<file path="src/rtl/clk_en_scheduler.sv">
// clk_en_scheduler: multi-channel rate scheduler producing single-cycle enable
// strobes and 50% duty toggle outputs from one system clock.
//
// Ports:
//   clk           system clock, rising edge
//   rst           asynchronous active-low reset
//   cfg_valid     configuration request
//   cfg_ready     addressed channel can accept a request (combinational)
//   cfg_ch        target channel; channels >= N_CH accept and drop the write
//   cfg_div       new divide ratio (0 behaves as 1)
//   cfg_en        1 = run after the update, 0 = stop
//   sync_restart  single-cycle pulse, phase-aligns all running channels
//   tick          per-channel one-cycle enable strobe
//   clk_div       per-channel toggle output, period 2*div cycles
//   busy          per-channel update pending
module clk_en_scheduler #(
    parameter int unsigned N_CH        = 4,
    parameter int unsigned DIV_W       = 16,
    parameter int unsigned DEFAULT_DIV = 10000,
    localparam int unsigned CH_W       = (N_CH > 1) ? $clog2(N_CH) : 1
) (
    input  logic             clk,
    input  logic             rst,
    input  logic             cfg_valid,
    output logic             cfg_ready,
    input  logic [CH_W-1:0]  cfg_ch,
    input  logic [DIV_W-1:0] cfg_div,
    input  logic             cfg_en,
    input  logic             sync_restart,
    output logic [N_CH-1:0]  tick,
    output logic [N_CH-1:0]  clk_div,
    output logic [N_CH-1:0]  busy
);

    typedef enum logic [1:0] {
        ST_IDLE = 2'd0,
        ST_RUN  = 2'd1,
        ST_PEND = 2'd2
    } ch_state_e;

    // One bit per channel: cfg_ch addresses this channel and it is pending.
    logic [N_CH-1:0] hold_c;

    // Unaddressed (out-of-range) channels never hold, so such writes are dropped.
    assign cfg_ready = ~|hold_c;

    for (genvar g = 0; g < N_CH; g++) begin : g_ch
        ch_state_e        state_q, state_d;
        logic [DIV_W-1:0] cnt_q, cnt_d;
        logic [DIV_W-1:0] div_q, div_d;
        logic [DIV_W-1:0] sh_div_q, sh_div_d;
        logic             sh_en_q, sh_en_d;
        logic             clk_div_q, clk_div_d;
        logic [DIV_W-1:0] div_eff_c;
        logic             sel_c;
        logic             tick_c;
        logic             xfer_c;

        // Ratio 0 is treated as 1 so the counter always has a valid terminal value.
        assign div_eff_c = (div_q == '0) ? DIV_W'(1) : div_q;
        assign tick_c    = (state_q != ST_IDLE) && (cnt_q == div_eff_c - DIV_W'(1));
        assign sel_c     = (cfg_ch == CH_W'(g));
        assign xfer_c    = cfg_valid && cfg_ready && sel_c;
        assign hold_c[g] = sel_c && (state_q == ST_PEND);

        // Channel state register.
        always_ff @(posedge clk or negedge rst) begin
            if (!rst) begin
                state_q   <= ST_IDLE;
                cnt_q     <= '0;
                div_q     <= DIV_W'(DEFAULT_DIV);
                sh_div_q  <= '0;
                sh_en_q   <= 1'b0;
                clk_div_q <= 1'b0;
            end else begin
                state_q   <= state_d;
                cnt_q     <= cnt_d;
                div_q     <= div_d;
                sh_div_q  <= sh_div_d;
                sh_en_q   <= sh_en_d;
                clk_div_q <= clk_div_d;
            end
        end

        // Next-state: count, capture shadow config, apply it on the period boundary.
        always_comb begin
            state_d   = state_q;
            cnt_d     = cnt_q;
            div_d     = div_q;
            sh_div_d  = sh_div_q;
            sh_en_d   = sh_en_q;
            clk_div_d = clk_div_q;

            case (state_q)
                ST_IDLE: begin
                    if (xfer_c) begin
                        div_d = cfg_div;
                        if (cfg_en) begin
                            state_d   = ST_RUN;
                            cnt_d     = '0;
                            clk_div_d = 1'b0;
                        end
                    end
                end
                ST_RUN: begin
                    if (tick_c) begin
                        cnt_d     = '0;
                        clk_div_d = ~clk_div_q;
                    end else begin
                        cnt_d = cnt_q + DIV_W'(1);
                    end
                    // A write during the tick cycle waits for the next boundary.
                    if (xfer_c) begin
                        sh_div_d = cfg_div;
                        sh_en_d  = cfg_en;
                        state_d  = ST_PEND;
                    end
                end
                ST_PEND: begin
                    if (tick_c) begin
                        cnt_d     = '0;
                        clk_div_d = ~clk_div_q;
                        div_d     = sh_div_q;
                        state_d   = sh_en_q ? ST_RUN : ST_IDLE;
                    end else begin
                        cnt_d = cnt_q + DIV_W'(1);
                    end
                end
                default: begin
                    state_d = ST_IDLE;
                end
            endcase

            // Restart realigns active channels; a coincident write lands directly.
            if (sync_restart && (state_q != ST_IDLE)) begin
                cnt_d     = '0;
                clk_div_d = 1'b0;
                if (state_q == ST_PEND) begin
                    div_d   = sh_div_q;
                    state_d = sh_en_q ? ST_RUN : ST_IDLE;
                end
                if (xfer_c) begin
                    div_d   = cfg_div;
                    state_d = cfg_en ? ST_RUN : ST_IDLE;
                end
            end
        end

        assign tick[g]    = tick_c;
        assign clk_div[g] = clk_div_q;
        assign busy[g]    = (state_q == ST_PEND);
    end

endmodule

</file>
<file path="config.mk">
export PLATFORM = sky130hd
export DESIGN_NAME = clk_en_scheduler
export DESIGN_NICKNAME = d
export VERILOG_FILES = /design/src/rtl/clk_en_scheduler.sv
export SDC_FILE = /design/constraint.sdc
export NUM_CORES = 1
export LEC_CHECK = 0
export ABC_AREA = 1
export BUFFER_PORTS_ARGS = -buffer_cell sky130_fd_sc_hd__buf_2
export CAP_MARGIN = 20
export CORE_MARGIN = 4
export CORE_UTILIZATION = 42
export DETAILED_ROUTE_END_ITERATION = 8
export PLACE_DENSITY = 0.57
export SLEW_MARGIN = 20
export SYNTH_ARGS = -nofsm -noshare
export SYNTH_HDL_FRONTEND = slang
export SYNTH_SLANG_ARGS = --single-unit
</file>
<file path="constraint.sdc">
create_clock -name clk -period 3.17 [get_ports clk]
set_clock_uncertainty 0.05 [all_clocks]
set_input_delay 0.1585 -clock clk [delete_from_list [all_inputs] [get_ports clk]]
set_output_delay 0.1585 -clock clk [all_outputs]
set_load 0.02 [all_outputs]
</file>
# == Yosys cells after proc, flatten, opt, wreduce, memory -nomap -nowiden ==
# Index checks and enable logic that the tools add are counted.
# op_classes
addsub,8
multipliers,0
div_mod_pow,0
magnitude_cmp,0
n_eq_ne,27
shifts,0
n_mux,99
bitwise,4
n_reduce_logical,52
# ops
operator,n
$mux W16,37
$pmux W16 S2,8
$add A16 B1 Y16 const B,4
$eq A16 B16 Y1,4
$logic_not A16 Y1,4
$sub A16 B1 Y16 const B,4
$mux W2,28
$ne A3 B3 Y1 const B,8
$pmux W2 S3,4
$mux W1,18
$logic_and A1 B1 Y1,17
$reduce_and A4 Y1,4
$eq A2 B2 Y1 const B,6
$ne A3 B1 Y1 const B,4
$reduce_and A3 Y1,4
$reduce_bool A3 Y1,4
$eq A2 B1 Y1 const B,5
$logic_not A2 Y1,5
$pmux W1 S2,4
$reduce_and A2 Y1,4
$reduce_bool A2 Y1,4
$reduce_or A2 Y1,4
$not A1 Y1,4
$reduce_or A4 Y1,1
$logic_not A1 Y1,1
# word_totals
reg_bits,208
latchBits,0
mem_bits_rw,0
mem_bits_ro,0
elab_cells,214
n_memories,0

# == Logic depth before layout (Yosys ltp) ==
# Gate-level depths: netlist of the first run.
# depth
ltp_word,11
mapped_depth,24
ltp_nobuf,22

# == Least setup slack after synthesis of the first run ==
# OpenSTA, ideal clock, no wires.
# synth_path
path_type,reg-to-output
from,reg g_ch[3].div_q[4]
to,out tick[3]
arrival_ns,2.533
required_time_ns,2.961
setup_slack_ns,0.429
stages_incl_launch_ff,21
path_cell_list,dfstp_2 nor2_1 nand2_1 nor2_2 nand2_4 nand2_1 inv_1 ha_1 nand2_4 nor2_4 xor2_1 inv_1 nand2_1 nand2_1 nand3b_1 nor2_2 nand3_2 buf_6 buf_6 inv_1 buf_4
# synth_between
elab_chain_len,5
# synth_lines
element,line,source
from (decl),50,"logic [DIV_W-1:0] div_q, div_d;"
from (signal assigned),71,div_q <= DIV_W'(DEFAULT_DIV);
from (signal assigned),78,div_q <= div_d;
$logic_not A16 Y1,60,assign div_eff_c = (div_q == '0) ? DIV_W'(1) : div_q;
$mux W16 (*),60,
$sub A16 B1 Y16 (*),61,assign tick_c = (state_q != ST_IDLE) && (cnt_q == div_eff_c - DIV_W'(1));
$eq A16 B16 Y1 (*),61,
$logic_and A1 B1 Y1 (*),61,
to (decl),30,"output logic [N_CH-1:0] tick,"
# Every way passes the cells marked *; elsewhere a longest branch is shown, timed or not.

# == Final worst setup path of the first run ==
# layout_path
from,reg g_ch[3].div_q[6]
to,out tick[3]
# The elaborated chain is that of the path after synthesis.

==> impl_metrics.tcl, run 1 <==
set metrics [dict create \
    synthAdderAreaFrac_pct 1.87 \
    hold_viol_final 0 \
    start_util_pct 42.6 \
    r2r_cells 21 \
    async_flop_share_pct 100 \
    ant_nets 0 \
    yosysMostFrequentCell "nand2_1" \
    cp_common_cell "nor2_2" \
    synth_top_family_by_area "simple AND/OR/NAND/NOR gates" \
    finalCritPeriodShare_pct 98.3 \
    ioPinCount 36 \
    clockBufferDepth 3 \
    grt-ovfl-total 0 \
    gp_congestion 0.904 \
    synth_compound_gate_area_share_pct 12.8 \
    relSlewSlack_pct 39.2 \
    antenna_found_initial 1 \
    areaGrowthSynthToFinish_pct 17.9 \
    synthTopCellsByArea "dfrtp_1 (29%), nand2_1 (21%), a21oi_1 (6.3%)" \
    critPathKind "reg2out" \
    dominantRegCellSynth "dfrtp_1" \
    fill_cells 3862 \
    dpl_cell_area_mm2 0.0169 \
    holdCritStartpoint "cfg_div[10]" \
    dpl.hpwl_um 35400 \
    wl_per_cell_um 16.3 \
    track_usage_pct 24.4 \
    power_density_mw_per_mm2 908 \
    dr.pass1.iters 6 \
    routed_wl_um 51400 \
    die_w_um 203 \
    synth_xor_area_share_pct 5.53 \
    hold-worst-slack_ns 0.0299 \
    drv_slew 0 \
    worst_pin_slew_ns 0.912 \
    crit_cells 17 \
    synth.mux.area_fraction_pct 0.0702 \
    netlist_area_mm2 0.0160 \
    synth-simple-area-share_pct 37.8 \
    clock_latency_ns 0.55 \
    crit_chain "nor2_2 -> nand2_2 -> nor2_4 -> nand2_4 -> nand2_4 -> inv_4 -> ha_4 -> nor2_2 -> nor3_2 -> nand2_1 -> nand3b_1 -> nor2_1 -> nand3b_1 -> nor2_2 -> nand3_2 -> inv_2 -> buf_6" \
    cp_num_buf_inv 3 \
    die_h_um 203 \
    rsz0062_at_grt "true" \
    grt_max_degree 81 \
    diodes 0 \
    r2r_start "g_ch[3].div_q[6]$_DFF_PN0_" \
    fin_crit_ns 3.12 \
    synthCells 2507 \
    power_w 0.0172 \
    clk_pin_slew_ns 0.06 \
    cap_violations 0 \
    syn_avg_cell_area_um2 6.40 \
    fp.coreArea_mm2 0.0377 \
    vias 16600 \
    vias_per_cell 5.25 \
    path_delay_family "simple AND/OR/NAND/NOR gates" \
    max_freq_mhz 321 \
    peakVddDrop_mv 0.444 \
    crit_path_max_incr_delay_ns 0.41 \
    drc 0 \
    cts.htree.levels 1 \
    seq_area_frac_synth_pct 32.6 \
    cts_tree "done" \
    numCtsBuffers 27 \
    yosys.area.top_type "dfrtp_1" \
    setup_violations 0 \
    syn-num-nets 2554 \
    stdcell_area_mm2 0.0189 \
    required_ns 2.96 \
    port_buffers 35 \
    ys_types 47 \
    yosys-top-cells-count "nand2_1 (894), inv_1 (248), a21oi_1 (202)" \
    synth_edf_count 0 \
    grt_pass1_vias 15700 \
    status "complete, no violations" \
    leakagePower_nw 9.18 \
    ff_latch_area_mm2 0.00525 \
    yosysTopAreaCellShare_pct 29.3 \
    crit_arrival_ns 2.91 \
    r2r_setup_slack_ns 0.19 \
    hold_class "in2reg" \
    cp_max_fo 3 \
    critPathLaunch "g_ch[3].div_q[6]$_DFF_PN0_" \
    setup_slack_ns 0.0524 \
    ys_warn_count 0 \
    crit_path_start_kind "flip-flop" \
    die-area_mm2 0.0414 \
    multiInputGateArea_mm2 0.00970 \
    final_nets 2670 \
    cp-end-kind "output port" \
    layout-drive-gt1-share_pct 15.0 \
    cp_slowest_cell "dfrtp_1" \
    cts.sinks 208 \
    grt_pass1_wl_um 83200 \
    num_rows 71 \
    hold_depth 3 \
    clockRootBuffer "clkbuf_16" \
    ys_ff_latch 208 \
    place_ws_ns 0.176 \
    first_iter_violations 1172 \
]
[worst register-to-register path, stage by stage, from the launching register on]
cell      delay, ns
dfrtp_1        0.41
nor2_2         0.15
nand2_2        0.08
nor2_4         0.14
nand2_4        0.07
nand2_4        0.07
inv_4          0.04
ha_4           0.26
nor2_2         0.05
nor3_2         0.15
nand2_1        0.06
nand3b_1       0.19
nor2_1         0.16
nand3b_1       0.10
nor2_2         0.12
nand3_2        0.13
buf_4          0.17
buf_4          0.12
buf_6          0.16
nand2_1        0.09
nand3_1        0.08
nand2_2        0.08
[repair_timing]
item / in CTS / in global routing
pin swaps: 24 / 52
gates resized for setup: 66 / 59
buffers inserted: 44 / 31
setup endpoints to repair: 4 / 35
hold endpoints to repair: 85 / 0
hold buffers: 17 / 0
cloned: 0 / 0
[per-layer routing]
layer / up-vias / track usage, % / part of all wire [%]
met5: - / 0 / 0.021
li1: 8207 / - / -
met3: 84 / 3.23 / 6.1
met4: 2 / 7.18 / 2.4
met1: 7786 / 34.8 / 46
met2: 482 / 39.0 / 45
[metrics by stage]
step / instances / TNS (ns) / utilization, %
2_1_floorplan: 2507 / 0 / -
3_3_place_gp: 3014 / 0 / 44.8
3_5_place_dp: 3014 / 0 / 44.8
4_1_cts: 3124 / 0 / 49.1
5_1_grt: 3154 / -0.448 / 50.3
6_report: 3154 / 0 / 50.3
[cells in the final DEF (no fill, tap or decap), types with 30 or more instances in the layout]
cell     Yosys  layout
nand2_1    894     879
inv_1      248     242
a21oi_1    202     202
dfrtp_1    188     174
nor2_1     189     164
nand3_1    166     161
o21ai_0    157     154
buf_4       15     121
xor2_1      76      75
nor2_2      28      34
nor3_1      35      34
nor2_4      12      31
nand4_1     31      31
o21ai_1     30      30
buf_2       21      30
[final cells by class]
class / count / area share [%]
clock buffers: 38 / 4.10
flip-flops and latches: 208 / 27.7
clock inverters: 11 / 0.582
repair buffers: 182 / 7.71
well taps: 511 / 3.38
multi-input cells: 1941 / 51.2
inverters: 263 / 5.27
[report_power, final]
| part | switching (W) | internal [W] |
|---|---|---|
| combinational | 0.00603 | 0.00356 |
| sequential | 0.000843 | 0.00364 |
| clock | 0.00125 | 0.00186 |
| total | 0.00813 | 0.00906 |
[cells by family (layout without fill, tap and decap cells)]
| logic type | count (synthesis) | count (layout) |
|---|---|---|
| multiplexers | 1 | 1 |
| AO/OA/AOI/OAI | 402 | 402 |
| XOR/XNOR | 98 | 98 |
| buffers and inverters | 358 | 494 |
| adder cells (fa/ha/maj) | 24 | 24 |
| flip-flops | 208 | 208 |
| AND/OR/NAND/NOR | 1416 | 1416 |
[flip-flops by register name (all words and copies together), names as in the netlist]
| name | count |
|---|---|
| g_ch.sh_en_q | 4 |
| g_ch.div_q | 64 |
| g_ch.sh_div_q | 64 |
| g_ch.state_q | 8 |
| g_ch.clk_div_q | 4 |
| g_ch.cnt_q | 64 |
[worst paths after layout]
kind	to
worst max register to register	g_ch[3].div_q[11]$_DFF_PN0_
worst min register to register	g_ch[1].clk_div_q$_DFFE_PN0P_
worst max-delay path	tick[3]
min in group asynchronous	g_ch[2].cnt_q[11]$_DFFE_PN0P_
max in group asynchronous	g_ch[0].div_q[13]$_DFF_PN1_
worst min-delay path	g_ch[2].sh_div_q[10]$_DFFE_PN0P_
Power figures use the tool's default switching activity.
==> run 2: changes to the inputs <==
--- a/config.mk
+++ b/config.mk
@@ -12,6 +12,7 @@
 export CORE_UTILIZATION = 42
 export DETAILED_ROUTE_END_ITERATION = 8
 export PLACE_DENSITY = 0.57
+export REMOVE_ABC_BUFFERS = 1
 export SLEW_MARGIN = 20
 export SYNTH_ARGS = -nofsm -noshare
 export SYNTH_HDL_FRONTEND = slang
==> impl_metrics.tcl, run 2 (synthesis results as in run 1) <==
set metrics [dict create \
    status "finished, violations left" \
    violations "setup timing" \
    crit_path_max_incr_delay_ns 0.57 \
    rsz0062_at_grt "true" \
    port_buffers 35 \
    power_density_mw_per_mm2 910 \
    cts.htree.levels 1 \
    layout_common_cells "nand2_1 (869), inv_1 (239), a21oi_1 (202)" \
    max_freq_mhz 315 \
    hold_class "in2reg" \
    ioPinCount 36 \
    crit_cells 19 \
    fp.coreArea_mm2 0.0377 \
    layout_commonest_cell "nand2_1" \
    grt_pass1_wl_um 84400 \
    cp_max_fo 6 \
    clk_pin_slew_ns 0.06 \
    path_delay_family "simple AND/OR/NAND/NOR gates" \
    final_nets 2703 \
    vias 16700 \
    leakagePower_nw 9.37 \
    cp-end-kind "output port" \
    areaGrowthSynthToFinish_pct 20.4 \
    crit_chain "nor2_4 -> nand2_2 -> nor2_4 -> nand2_4 -> nand2_4 -> inv_2 -> ha_4 -> nand2_8 -> nor2_4 -> xor2_2 -> inv_1 -> nand2_2 -> nand2_1 -> nand3b_1 -> nor2_2 -> nand3_2 -> buf_8 -> inv_2 -> buf_6" \
    dpl.hpwl_um 35400 \
    required_ns 2.96 \
    relSlewSlack_pct 37.2 \
    drc 0 \
    dr.pass1.iters 6 \
    gp_congestion 0.916 \
    cap_violations 0 \
    routed_wl_um 53800 \
    clock_latency_ns 0.57 \
    die-area_mm2 0.0414 \
    layout-drive-gt1-share_pct 16.2 \
    grt_pass1_vias 15600 \
    drv_slew 0 \
    cp_slowest_cell "dfstp_2" \
    start_util_pct 42.6 \
    critPathKind "reg2out" \
    r2r_cells 21 \
    wl_per_cell_um 16.9 \
    hold_depth 3 \
    cp_num_buf_inv 5 \
    cts.sinks 208 \
    holdCritStartpoint "cfg_div[13]" \
    r2r_start "g_ch[0].div_q[11]$_DFF_PN0_" \
    grt_max_degree 90 \
    grt-ovfl-total 0 \
    finalCritPeriodShare_pct 100 \
    setup_slack_ns -0.00108 \
    crit_arrival_ns 2.96 \
    first_iter_violations 1145 \
    clockRootBuffer "clkbuf_16" \
    cts_tree "done" \
    critPathLaunch "g_ch[3].div_q[9]$_DFF_PN1_" \
    worst_pin_slew_ns 0.942 \
    hold_viol_final 0 \
    cp_common_cell "nor2_4" \
    setup_tns_ns -0.00108 \
    die_h_um 203 \
    clockBufferDepth 3 \
    numCtsBuffers 26 \
    fin_crit_ns 3.17 \
    crit_path_start_kind "flip-flop" \
    ant_nets 0 \
    setup_violations 1 \
    peakVddDrop_mv 0.483 \
    hold-worst-slack_ns 0.0219 \
    vias_per_cell 5.25 \
    num_rows 71 \
    die_w_um 203 \
    top_regs "g_ch.cnt_q: 64 flops, g_ch.div_q: 64 flops, g_ch.sh_div_q: 64 flops" \
    antenna_found_initial 0 \
    track_usage_pct 24.8 \
]
## run 2: changes by cell type in the layout (fill, tap and decap cells not counted), moves of 5 or more
cell      previous run  this run
buf_4              121       141
clkbuf_1             5        10
inv_2               12        17
nand2_1            879       869
nand2_2             24        30
nor2_2              34        29
## run 2: what timing repair did
item / CTS / global route
hold buffers: 17 / 0
setup endpoints to repair: 18 / 109
setup buffers: 66 / 34
pin swaps: 38 / 65
cloned: 0 / 11
hold endpoints to repair: 115 / 0
gates resized for setup: 80 / 71
## run 2: path summary, 6_finish.rpt
kind | to | slack [ns]
hold / removal | g_ch[2].sh_div_q[13]$_DFFE_PN0P_ | 0.02
setup / recovery | tick[3] | -0.001
min in group asynchronous | g_ch[1].cnt_q[13]$_DFFE_PN0P_ | 0.18
hold reg to reg | g_ch[1].clk_div_q$_DFFE_PN0P_ | 0.44
setup reg to reg | g_ch[0].div_q[0]$_DFF_PN0_ | 0.11
max in group asynchronous | g_ch[1].div_q[4]$_DFF_PN1_ | 2.09
## run 2: where the power goes
group	internal, W	leakage (nW)	switching, W
combinational	0.00384	6.32	0.00632
clock	0.00169	0.401	0.00126
sequential	0.00363	2.65	0.000839
## run 2: metal layers
layer / wire [µm] / track usage, % / part of all wire (%) / up-vias
met1: 24600 / 35.0 / 46 / 7863
met5: 0 / 0 / 0 / -
met2: 24800 / 40.7 / 46 / 492
li1: - / - / - / 8304
met4: 1390 / 6.62 / 2.6 / 0
met3: 3090 / 2.97 / 5.7 / 77
## run 2: tightest hold or removal path, delay by kind of cell
kind,cells,cell delay [ns]
AOI/OAI and AO/OA,1,0.08
buffers and inverters,1,0.22
and+or+nand+nor,1,0.11
## run 2: through the flow
stage | util, % | area, µm² | std cells | total power, W | setup WS [ns]
2_1_floorplan | - | 15500 | 2412 | 0.0103 | -0.345
3_5_place_dp | 44.8 | 16900 | 3014 | 0.0128 | -0.00619
4_1_cts | 49.5 | 18600 | 3145 | 0.0169 | 0.00190
5_1_grt | 51.3 | 19300 | 3187 | 0.0191 | -0.207
3_3_place_gp | 44.8 | 16900 | 3014 | 0.0127 | 0.0195
6_report | 51.3 | 19300 | 3188 | 0.0176 | -0.00108
## run 2: final cells by class
class	instances	area [µm²]
inverter	263	990
tap	511	639
antenna	1	2.50
fill	3867	18300
timing repair buffer	211	1790
clock inverter	9	80.1
clock buffer	39	741
sequential	208	5240
multi-input combinational	1946	9840
